<file path="src/rtl/hazard_ctrl_pkg.sv">
// -----------------------------------------------------------------------------
// hazard_ctrl_pkg
// Shared definitions for the EX-stage hazard controller.
//   - Forwarding select encodings driven onto the ALU operand muxes.
//   - Hazard FSM state type.
// No ports (package).
// -----------------------------------------------------------------------------
package hazard_ctrl_pkg;

    // Operand source selects for the ALU input muxes.
    localparam logic [1:0] FWD_RF    = 2'b00;  // register file value
    localparam logic [1:0] FWD_EXMEM = 2'b10;  // EX/MEM ALU result (younger producer)
    localparam logic [1:0] FWD_MEMWB = 2'b01;  // write-back feedback (older producer)

    typedef enum logic [1:0] {
        S_RUN   = 2'd0,
        S_STALL = 2'd1,
        S_FLUSH = 2'd2
    } state_t;

endpackage

</file>
<file path="src/rtl/hazard_ctrl_fwd_sel.sv">
// -----------------------------------------------------------------------------
// fwd_sel
// Combinational forwarding select for one source operand.
// Compares a source register address against the two in-flight producers and
// returns the mux select. The younger producer (ID/EX) wins over the older one
// (EX/MEM). Register 0 never forwards.
// Ports:
//   i_src      in  AW  source register address of the instruction in ID
//   i_ex_dst   in  AW  destination of the ID/EX instruction
//   i_ex_we    in  1   ID/EX producer is eligible (writes and is not a pending load)
//   i_mem_dst  in  AW  destination of the EX/MEM instruction
//   i_mem_we   in  1   EX/MEM writes a register
//   o_sel      out 2   FWD_RF / FWD_EXMEM / FWD_MEMWB
// -----------------------------------------------------------------------------
module fwd_sel
    import hazard_ctrl_pkg::*;
#(
    parameter int AW = 5
) (
    input  logic [AW-1:0] i_src,
    input  logic [AW-1:0] i_ex_dst,
    input  logic          i_ex_we,
    input  logic [AW-1:0] i_mem_dst,
    input  logic          i_mem_we,
    output logic [1:0]    o_sel
);

    // NOTE: every always_comb output gets a default first, so no path can
    // leave it unassigned and infer a latch.
    always_comb begin
        o_sel = FWD_RF;
        if (i_src != '0) begin
            if (i_ex_we && (i_ex_dst == i_src)) begin
                o_sel = FWD_EXMEM;
            end else if (i_mem_we && (i_mem_dst == i_src)) begin
                o_sel = FWD_MEMWB;
            end
        end
    end

endmodule

</file>
<file path="src/rtl/hazard_ctrl.sv">
// -----------------------------------------------------------------------------
// hazard_ctrl
// EX-stage hazard sequencer. Evaluates the instruction in ID against the older
// instructions in ID/EX and EX/MEM and produces registered forwarding selects,
// a one-cycle load-use stall and a multi-cycle flush after a taken branch/jump.
// Results are registered so they line up with the ID instruction once it
// reaches EX.
//
// Parameters:
//   FLUSH_CYCLES  cycles Flush is held after a taken branch/jump (1..7)
//   AW            register address width
// Ports:
//   CLK, RST (synchronous, active-low)
//   IfId_AddrRs/Rt                      sources of the instruction in ID
//   IdEx_RegDst/AddrRt/AddrRd           ID/EX destination selection
//   IdEx_RegWrite/MemRead               ID/EX write enable / load flag
//   ExMem_AddrRdRt/RegWrite             EX/MEM destination and write enable
//   ExMem_Branch/ZeroFlag/Jump          control transfer resolved in EX/MEM
//   FwdRs/FwdRt                         registered operand selects
//   Flush, PC_Stall, IfId_Stall         Moore outputs of the hazard FSM
// Configuration:
//   HAZ_PERF_CNT_EN  adds Stall_Cnt[31:0] and Flush_Cnt[31:0], counting
//                    entries into the stall and flush states (wrapping).
// -----------------------------------------------------------------------------
module hazard_ctrl
    import hazard_ctrl_pkg::*;
#(
    parameter int FLUSH_CYCLES = 3,
    parameter int AW           = 5
) (
    input  logic          CLK,
    input  logic          RST,
    input  logic [AW-1:0] IfId_AddrRs,
    input  logic [AW-1:0] IfId_AddrRt,
    input  logic          IdEx_RegDst,
    input  logic [AW-1:0] IdEx_AddrRt,
    input  logic [AW-1:0] IdEx_AddrRd,
    input  logic          IdEx_RegWrite,
    input  logic          IdEx_MemRead,
    input  logic [AW-1:0] ExMem_AddrRdRt,
    input  logic          ExMem_RegWrite,
    input  logic          ExMem_Branch,
    input  logic          ExMem_ZeroFlag,
    input  logic          ExMem_Jump,
    output logic [1:0]    FwdRs,
    output logic [1:0]    FwdRt,
    output logic          Flush,
    output logic          PC_Stall,
    output logic          IfId_Stall
`ifdef HAZ_PERF_CNT_EN
    ,
    output logic [31:0]   Stall_Cnt,
    output logic [31:0]   Flush_Cnt
`endif
);

    // Counter reload: the flush state is held for FLUSH_CYCLES cycles, counting
    // down to 0 inclusive.
    localparam logic [2:0] FLUSH_LAST = 3'(FLUSH_CYCLES - 1);

    state_t        r_state;
    state_t        w_next_state;
    logic [2:0]    r_cnt;
    logic [2:0]    w_next_cnt;
    logic [1:0]    r_fwd_rs;
    logic [1:0]    r_fwd_rt;

    logic [AW-1:0] w_dst_e;
    logic          w_ldhaz;
    logic          w_take;
    logic          w_ex_we;
    logic          w_hold_fwd;
    logic [1:0]    w_sel_rs;
    logic [1:0]    w_sel_rt;

    // ---------------------------------------------------------------- hazards
    assign w_dst_e = IdEx_RegDst ? IdEx_AddrRd : IdEx_AddrRt;

    assign w_ldhaz = IdEx_MemRead && IdEx_RegWrite && (w_dst_e != '0) &&
                     ((w_dst_e == IfId_AddrRs) || (w_dst_e == IfId_AddrRt));

    assign w_take  = ExMem_Jump || (ExMem_Branch && ExMem_ZeroFlag);

    // A load's result is not yet available in EX, so it cannot be forwarded
    // from the younger slot; the stall resolves it instead.
    assign w_ex_we = IdEx_RegWrite && !w_ldhaz;

    // ------------------------------------------------------------- forwarding
    fwd_sel #(.AW(AW)) u_fwd_rs (
        .i_src     (IfId_AddrRs),
        .i_ex_dst  (w_dst_e),
        .i_ex_we   (w_ex_we),
        .i_mem_dst (ExMem_AddrRdRt),
        .i_mem_we  (ExMem_RegWrite),
        .o_sel     (w_sel_rs)
    );

    fwd_sel #(.AW(AW)) u_fwd_rt (
        .i_src     (IfId_AddrRt),
        .i_ex_dst  (w_dst_e),
        .i_ex_we   (w_ex_we),
        .i_mem_dst (ExMem_AddrRdRt),
        .i_mem_we  (ExMem_RegWrite),
        .o_sel     (w_sel_rt)
    );

    // ------------------------------------------------------------------- FSM
    always_comb begin
        w_next_state = r_state;
        w_next_cnt   = r_cnt;
        Flush        = 1'b0;
        PC_Stall     = 1'b0;
        IfId_Stall   = 1'b0;
        unique case (r_state)
            S_RUN: begin
                // A taken transfer squashes the ID instruction, so it beats
                // any load-use stall raised in the same cycle.
                if (w_take) begin
                    w_next_state = S_FLUSH;
                    w_next_cnt   = FLUSH_LAST;
                end else if (w_ldhaz) begin
                    w_next_state = S_STALL;
                end
            end
            S_STALL: begin
                PC_Stall   = 1'b1;
                IfId_Stall = 1'b1;
                // The load has moved on after one bubble; no re-check here.
                if (w_take) begin
                    w_next_state = S_FLUSH;
                    w_next_cnt   = FLUSH_LAST;
                end else begin
                    w_next_state = S_RUN;
                end
            end
            S_FLUSH: begin
                Flush = 1'b1;
                // Anything seen while flushing is wrong-path and is ignored.
                if (r_cnt == 3'd0) begin
                    w_next_state = S_RUN;
                end else begin
                    w_next_cnt = r_cnt - 3'd1;
                end
            end
            default: begin
                w_next_state = S_RUN;
                w_next_cnt   = 3'd0;
            end
        endcase
    end

    // Forwarding is meaningless for an instruction about to be stalled or
    // squashed, so it is cleared in those cases.
    assign w_hold_fwd = (w_next_state != S_RUN);

    // NOTE: sequential state uses non-blocking assignments so every register
    // samples pre-edge values regardless of statement order.
    always_ff @(posedge CLK) begin
        if (!RST) begin
            r_state  <= S_RUN;
            r_cnt    <= 3'd0;
            r_fwd_rs <= FWD_RF;
            r_fwd_rt <= FWD_RF;
        end else begin
            r_state  <= w_next_state;
            r_cnt    <= w_next_cnt;
            r_fwd_rs <= w_hold_fwd ? FWD_RF : w_sel_rs;
            r_fwd_rt <= w_hold_fwd ? FWD_RF : w_sel_rt;
        end
    end

    assign FwdRs = r_fwd_rs;
    assign FwdRt = r_fwd_rt;

`ifdef HAZ_PERF_CNT_EN
    // ---------------------------------------------------- performance counters
    logic [31:0] r_stall_cnt;
    logic [31:0] r_flush_cnt;

    always_ff @(posedge CLK) begin
        if (!RST) begin
            r_stall_cnt <= 32'd0;
            r_flush_cnt <= 32'd0;
        end else begin
            if ((w_next_state == S_STALL) && (r_state != S_STALL)) begin
                r_stall_cnt <= r_stall_cnt + 32'd1;
            end
            if ((w_next_state == S_FLUSH) && (r_state != S_FLUSH)) begin
                r_flush_cnt <= r_flush_cnt + 32'd1;
            end
        end
    end

    assign Stall_Cnt = r_stall_cnt;
    assign Flush_Cnt = r_flush_cnt;
`endif

endmodule

</file>
<file path="config.mk">
export PLATFORM = sky130hd
export DESIGN_NAME = hazard_ctrl
export DESIGN_NICKNAME = d
export VERILOG_FILES = /design/src/rtl/hazard_ctrl_pkg.sv /design/src/rtl/hazard_ctrl_fwd_sel.sv /design/src/rtl/hazard_ctrl.sv
export SDC_FILE = /design/constraint.sdc
export NUM_CORES = 1
export LEC_CHECK = 0
export CAP_MARGIN = 20
export CORE_AREA = 2 2 53 55
export DETAILED_ROUTE_END_ITERATION = 8
export DIE_AREA = 0 0 55 57
export RECOVER_POWER = 100
export SYNTH_ARGS = -nofsm -noshare
export SYNTH_HDL_FRONTEND = slang
export SYNTH_SLANG_ARGS = --single-unit
</file>
<file path="constraint.sdc">
create_clock -name CLK -period 2.5 [get_ports CLK]
set_input_delay 0.5 -clock CLK [delete_from_list [all_inputs] [get_ports CLK]]
set_output_delay 0.5 -clock CLK [all_outputs]
set_load 0.03 [all_outputs]
</file>
* After elaboration in Yosys (flattened, before gate mapping)
Cells that the tools add are included.
Operators by class: muxes and demuxes 15, order comparisons 0, reductions and logical operators 24, shifts and indexed selects 0, eq/ne operators 8, divide/modulo/power cells 0, bitwise logic cells 3, $add $sub $neg 1, multipliers 0
Operators with widths (number):
- $eq 5x5->1 | 4
- $reduce_bool 5->1 | 3
- $mux 2 | 6
- $logic_and 1x1->1 | 9
- $reduce_or 4->1 | 2
- $mux 3 | 2
- $pmux 2 s3 | 1
- $pmux 3 s2 | 1
- $reduce_or 3->1 | 2
- $mux 5 | 1
- $mux 1 | 4
- $logic_not 3->1 | 1
- $not 1->1 | 3
- $sub 3x1->3 const B | 1
- $eq 2x1->1 const B | 1
- $eq 2x2->1 const B | 1
- $logic_not 2->1 | 1
- $logic_or 1x1->1 | 2
- $ne 2x1->1 const B | 1
- $ne 2x2->1 const B | 1
- $reduce_and 2->1 | 1
- $reduce_bool 2->1 | 1
- $reduce_or 2->1 | 1
- $logic_not 1->1 | 1
Word-level totals: logic and storage cells 57, latch bits 0, register bits after elaboration 9, bits in read-only memories 0, memories 0, bits in writable memories 0

* Longest topological paths before layout
depth in word-level cells 9, mapped depth 8

* Hierarchy
From an unflattened synthesis, not the netlist that was laid out.
Unflattened totals: cell total of the unflattened synthesis 112, area total of the unflattened synthesis 917.1 µm²
By module, submodules not included:
- hazard_ctrl | seq. area each 180.2 µm², times used 1, area each 651.9 µm², cells each 76
- fwd_sel | seq. area each 0.0 µm², times used 2, area each 132.6 µm², cells each 18

* Worst setup path after synthesis
Ideal clock, no wire load.
path type input-to-reg, start point input port IdEx_RegDst, end point register r_fwd_rt[0] (netlist: FwdRt[0]), slack 0.755 ns, arrival time 1.633 ns, setup time 0.112 ns, data required time 2.388 ns, buffers on the path 1, stages 7, cell sequence buf_6 mux2i_1 xnor2_1 nor3_1 nand3_1 o21ai_1 a2111oi_1
On the way: word-level cells in the longest chain between the ends 9
Ends and longest elaborated chain:
- start, declared | RTL line hazard_ctrl.sv:35 | input logic IdEx_RegDst,
- $mux 5 (*) | RTL line hazard_ctrl.sv:77 | assign w_dst_e = IdEx_RegDst ? IdEx_AddrRd : IdEx_AddrRt;
- $eq 5x5->1, or another cell as far along | RTL line hazard_ctrl.sv:80 | ((w_dst_e == IfId_AddrRs) || (w_dst_e == IfId_AddrRt));
- $logic_or 1x1->1 / $logic_and 1x1->1 (equally long branches) | RTL line hazard_ctrl.sv:80, hazard_ctrl.sv:79
- $logic_and 1x1->1 | RTL line hazard_ctrl.sv:79 | assign w_ldhaz = IdEx_MemRead && IdEx_RegWrite && (w_dst_e != '0) &&
- $mux 2 | RTL line hazard_ctrl.sv:121 | end else if (w_ldhaz) begin
- $mux 2 | RTL line hazard_ctrl.sv:118 | if (w_take) begin
- $pmux 2 s3 | RTL line hazard_ctrl.sv:114 | unique case (r_state)
- $reduce_bool 2->1 | RTL line hazard_ctrl.sv:154 | assign w_hold_fwd = (w_next_state != S_RUN);
- $reduce_or 4->1 (no source line) (*)
- end signal, assigned | RTL line hazard_ctrl.sv:168 | r_fwd_rt <= w_hold_fwd ? FWD_RF : w_sel_rt;
- end, declared | RTL line hazard_ctrl.sv:66 | logic [1:0] r_fwd_rt;
Mark *: on every way between the ends. The rest lies on a longest branch, timed or not. A chain may end at the register's enable or synchronous reset.

* Final worst setup path
start point input port IfId_AddrRs[1], end point register r_fwd_rs[0] (netlist: FwdRs[0])
On the way: word-level cells in the longest chain between the ends 8
Ends and longest elaborated chain:
- start, declared | RTL line hazard_ctrl.sv:33 | input logic [AW-1:0] IfId_AddrRs,
- $eq 5x5->1 | RTL line hazard_ctrl_fwd_sel.sv:33, hazard_ctrl.sv:80
- $logic_or 1x1->1 | RTL line hazard_ctrl.sv:80
- $logic_and 1x1->1 | RTL line hazard_ctrl.sv:79
- $mux 2 | RTL line hazard_ctrl.sv:121
- $mux 2 | RTL line hazard_ctrl.sv:118
- $pmux 2 s3 | RTL line hazard_ctrl.sv:114
- $reduce_bool 2->1 | RTL line hazard_ctrl.sv:154
- $reduce_or 4->1 (no source line)
- end signal, assigned | RTL line hazard_ctrl.sv:167 | r_fwd_rs <= w_hold_fwd ? FWD_RF : w_sel_rs;
- end, declared | RTL line hazard_ctrl.sv:65 | logic [1:0] r_fwd_rs;
Several ways; a longest one is shown, not always the timed one.

==> key figures <==
STA
  • Fmax: 457.8 MHz
  • Relative slew slack: 69.40%
  • Max Clock Skew: 0.004107 ns
  • Final Cycle Share: 87.38%
  • Setup violations, final: 0
  • Setup_tns: 0 ns
  • Unrepaired setup endpoints after global routing: false
  • Max Slew Vio Count: 0
  • Final Hold Viols: 0
  • Slew at the pin closest to its max-slew limit: 0.4590 ns
  • Fin crit period: 2.184 ns

Drt
  • Post-Route WL: 2035 um
  • DR pass1 iterations: 4
  • WL/cell: 11.83 um
  • Via count: 834
  • Routed Antenna Nets: 0
  • 1st-iter DRT viols: 10
  • Via-per-instance ratio: 4.849
  • DRC: 0

Critical path
  • Setup crit end: FwdRs[0]
  • Reg2reg path depth: 8
  • Critical path class: input port to register
  • Arr. time, crit path: 2.37 ns
  • Worst reg2reg endpoint: FwdRs[0]
  • Max FO, Critical Path: 3
  • CP startpoint kind: input port
  • WP data required: 2.68 ns
  • Reg2reg setup slack: 0.72 ns
  • CP startpoint: IfId_AddrRs[1]
  • Reg2reg start: r_cnt[0]
  • Crit end category: register

Placed design
  • Routability congestion estimate: 0.7781
  • Post-DP HPWL: 1866 um
  • Placed cell count: 168
  • Placed Area: 1207 um^2
  • # port buffers: 40

Cells and area
  • Most frequent cells in the layout: clkdlybuf4s50_1, xor2_1, dfxtp_1, dlygate4sd3_1, xnor2_1
  • Area grow syn2layout: 63.61%
  • Non-filler cells, final: 172
  • Antenna cells: 0
  • Share of layout cells above drive strength 1: 6.383%
  • Filler cell count: 281
  • Nets: 178
  • Fin area: 1226 um^2
  • Utilization after layout: 46.89%
  • Commonest non-fill, non-tap cell in the layout: clkdlybuf4s50_1

Yosys
  • Syn nets: 130
  • Synth Register Bits: 9
  • Top cell type's share of synthesized area: 24.04%
  • Primary FF master, synth: dfxtp_1
  • Post-synth EDFFs: 0
  • Asr flop ratio synth: 0%
  • Synth area leader: dfxtp_1
  • Post-synthesis sequential area ratio: 24.04%
  • Cells after Synth: 94
  • Warnings from Yosys: 0
  • Syn_area_per_cell: 7.973 um^2
  • Top cells by area, synth: dfxtp_1, xor2_1, xnor2_1
  • Mapped cell area: 749.5 um^2
  • Netlist cell types: 26

Floorplan
  • Row count: 19
  • Core area: 2615 um^2
  • Die Span Y: 57 um
  • IO Count: 41
  • Area of the die: 3135 um^2
  • Die width: 55 um
  • Initial Util: 28.66%

Clock tree
  • H-tree depth: 1
  • Worst skew pair latency: 0.26 ns
  • Cts bufs inserted: 3
  • CTS clk-pin slew, worst paths: 0.06 ns
  • Clock sinks: 9
  • Bufs on Longest Clock Path: 2
  • Postcts setup bufs: 0
  • CTS root buf: clkbuf_4
  • CTS tree: yes

GRT
  • Largest net degree at the start of global routing: 10
  • Grt ovf: 0
  • GRT Total Usage: 14.93%
  • Number of global-route vias before repair: 909
  • First-pass GRT wire length: 3525 um
  • Initial antenna violation count: 0

Power
  • Static Leak: 0.4951 nW
  • Power per cell area: 360.1 nW/um^2
  • Power, Total: 0.4415 mW
  • VDD IR max: 0.1970 mV

Flow run
  • Max-cap violations: 0

Worst hold path
  • Hold Path Cell Cnt: 2
  • Hold Path Class: register to register

Run status
  • Status: finished, final reports clean
[flip-flops by register name, summed over array words and instances, names as in the netlist]
signal and count:
r_cnt 3, r_state 2, FwdRs 2, FwdRt 2
[power breakdown]
part / switching [mW] / internal (mW)
Sequential: 0.00451 / 0.151
Combinational: 0.0800 / 0.0963
Clock: 0.0484 / 0.0614
Total: 0.133 / 0.309
[metal layers]
layer	up-vias	share of wire, %	track usage (%)
li1	428	-	-
met2	39	54	28.06
met5	-	0	0
met1	365	38	15.86
met3	2	7.7	2.094
met4	0	0.59	5.923
[metrics by stage]
stage,hold slack (ns),setup slack [ns]
final,0.4949,0.3156
after CTS,0.5047,0.2318
after floorplan,0.4456,0.7545
after global placement,0.4653,0.03181
after global routing,0.5196,0.1833
after detailed placement,0.4954,-0.03954
[worst max-delay path: stages]
cell,delay [ns]
dlygate4sd3_1,0.61
or4_1,0.15
o21ai_1,0.07
or4_1,0.51
or4_1,0.40
a21oi_1,0.13
[worst min-delay path by stage]
| stage | startpoint | end | slack, ns |
|---|---|---|---|
| 6_report | r_cnt[2] | r_cnt[2] | 0.49 |
| 5_1_grt | r_cnt[2] | r_cnt[2] | 0.52 |
| 4_1_cts | r_cnt[2] | r_cnt[2] | 0.50 |
| 3_5_place_dp | r_cnt[2] | r_cnt[2] | 0.50 |
| 3_3_place_gp | r_cnt[2] | r_cnt[2] | 0.47 |
| 2_1_floorplan | r_cnt[2] | r_cnt[2] | 0.45 |
[synth_stat cells, types with 4 or more instances]
library cell   n
a21oi_1        4
nor3_1         7
nor2_1         7
inv_1          5
or4_1          5
xnor2_1        8
mux2i_1        5
nand2_1        5
xor2_1        12
dfxtp_1        9
o21ai_0        5
nand3_1        5
[cell type report]
type	count	area, um^2	area share, %
Inverter	5	18.77	1.531
Tap cell	31	38.79	3.163
Multi-Input combinational cell	78	530.5	43.27
Timing Repair Buffer	45	431.7	35.20
Sequential cell	9	180.2	14.69
Clock buffer	4	26.28	2.143
[logic make-up after synthesis]
| family | count (synthesis) | share of synthesized area [%] |
|---|---|---|
| DFF | 9 | 24.04 |
| buffers and inverters | 7 | 5.009 |
| and+or+nand+nor | 34 | 23.54 |
| xor gates and xnor gates | 20 | 23.37 |
| AOI/OAI and AO/OA | 17 | 14.02 |
| muxes | 5 | 6.678 |
| adders and majority gates | 2 | 3.338 |
[repair_timing]
item | in CTS | in global routing
resized for setup | 0 | 1
endpoints found under the setup margin | 0 | 1
hold buffers | 0 | 0
Note: power is estimated with default switching activity, not from simulation.
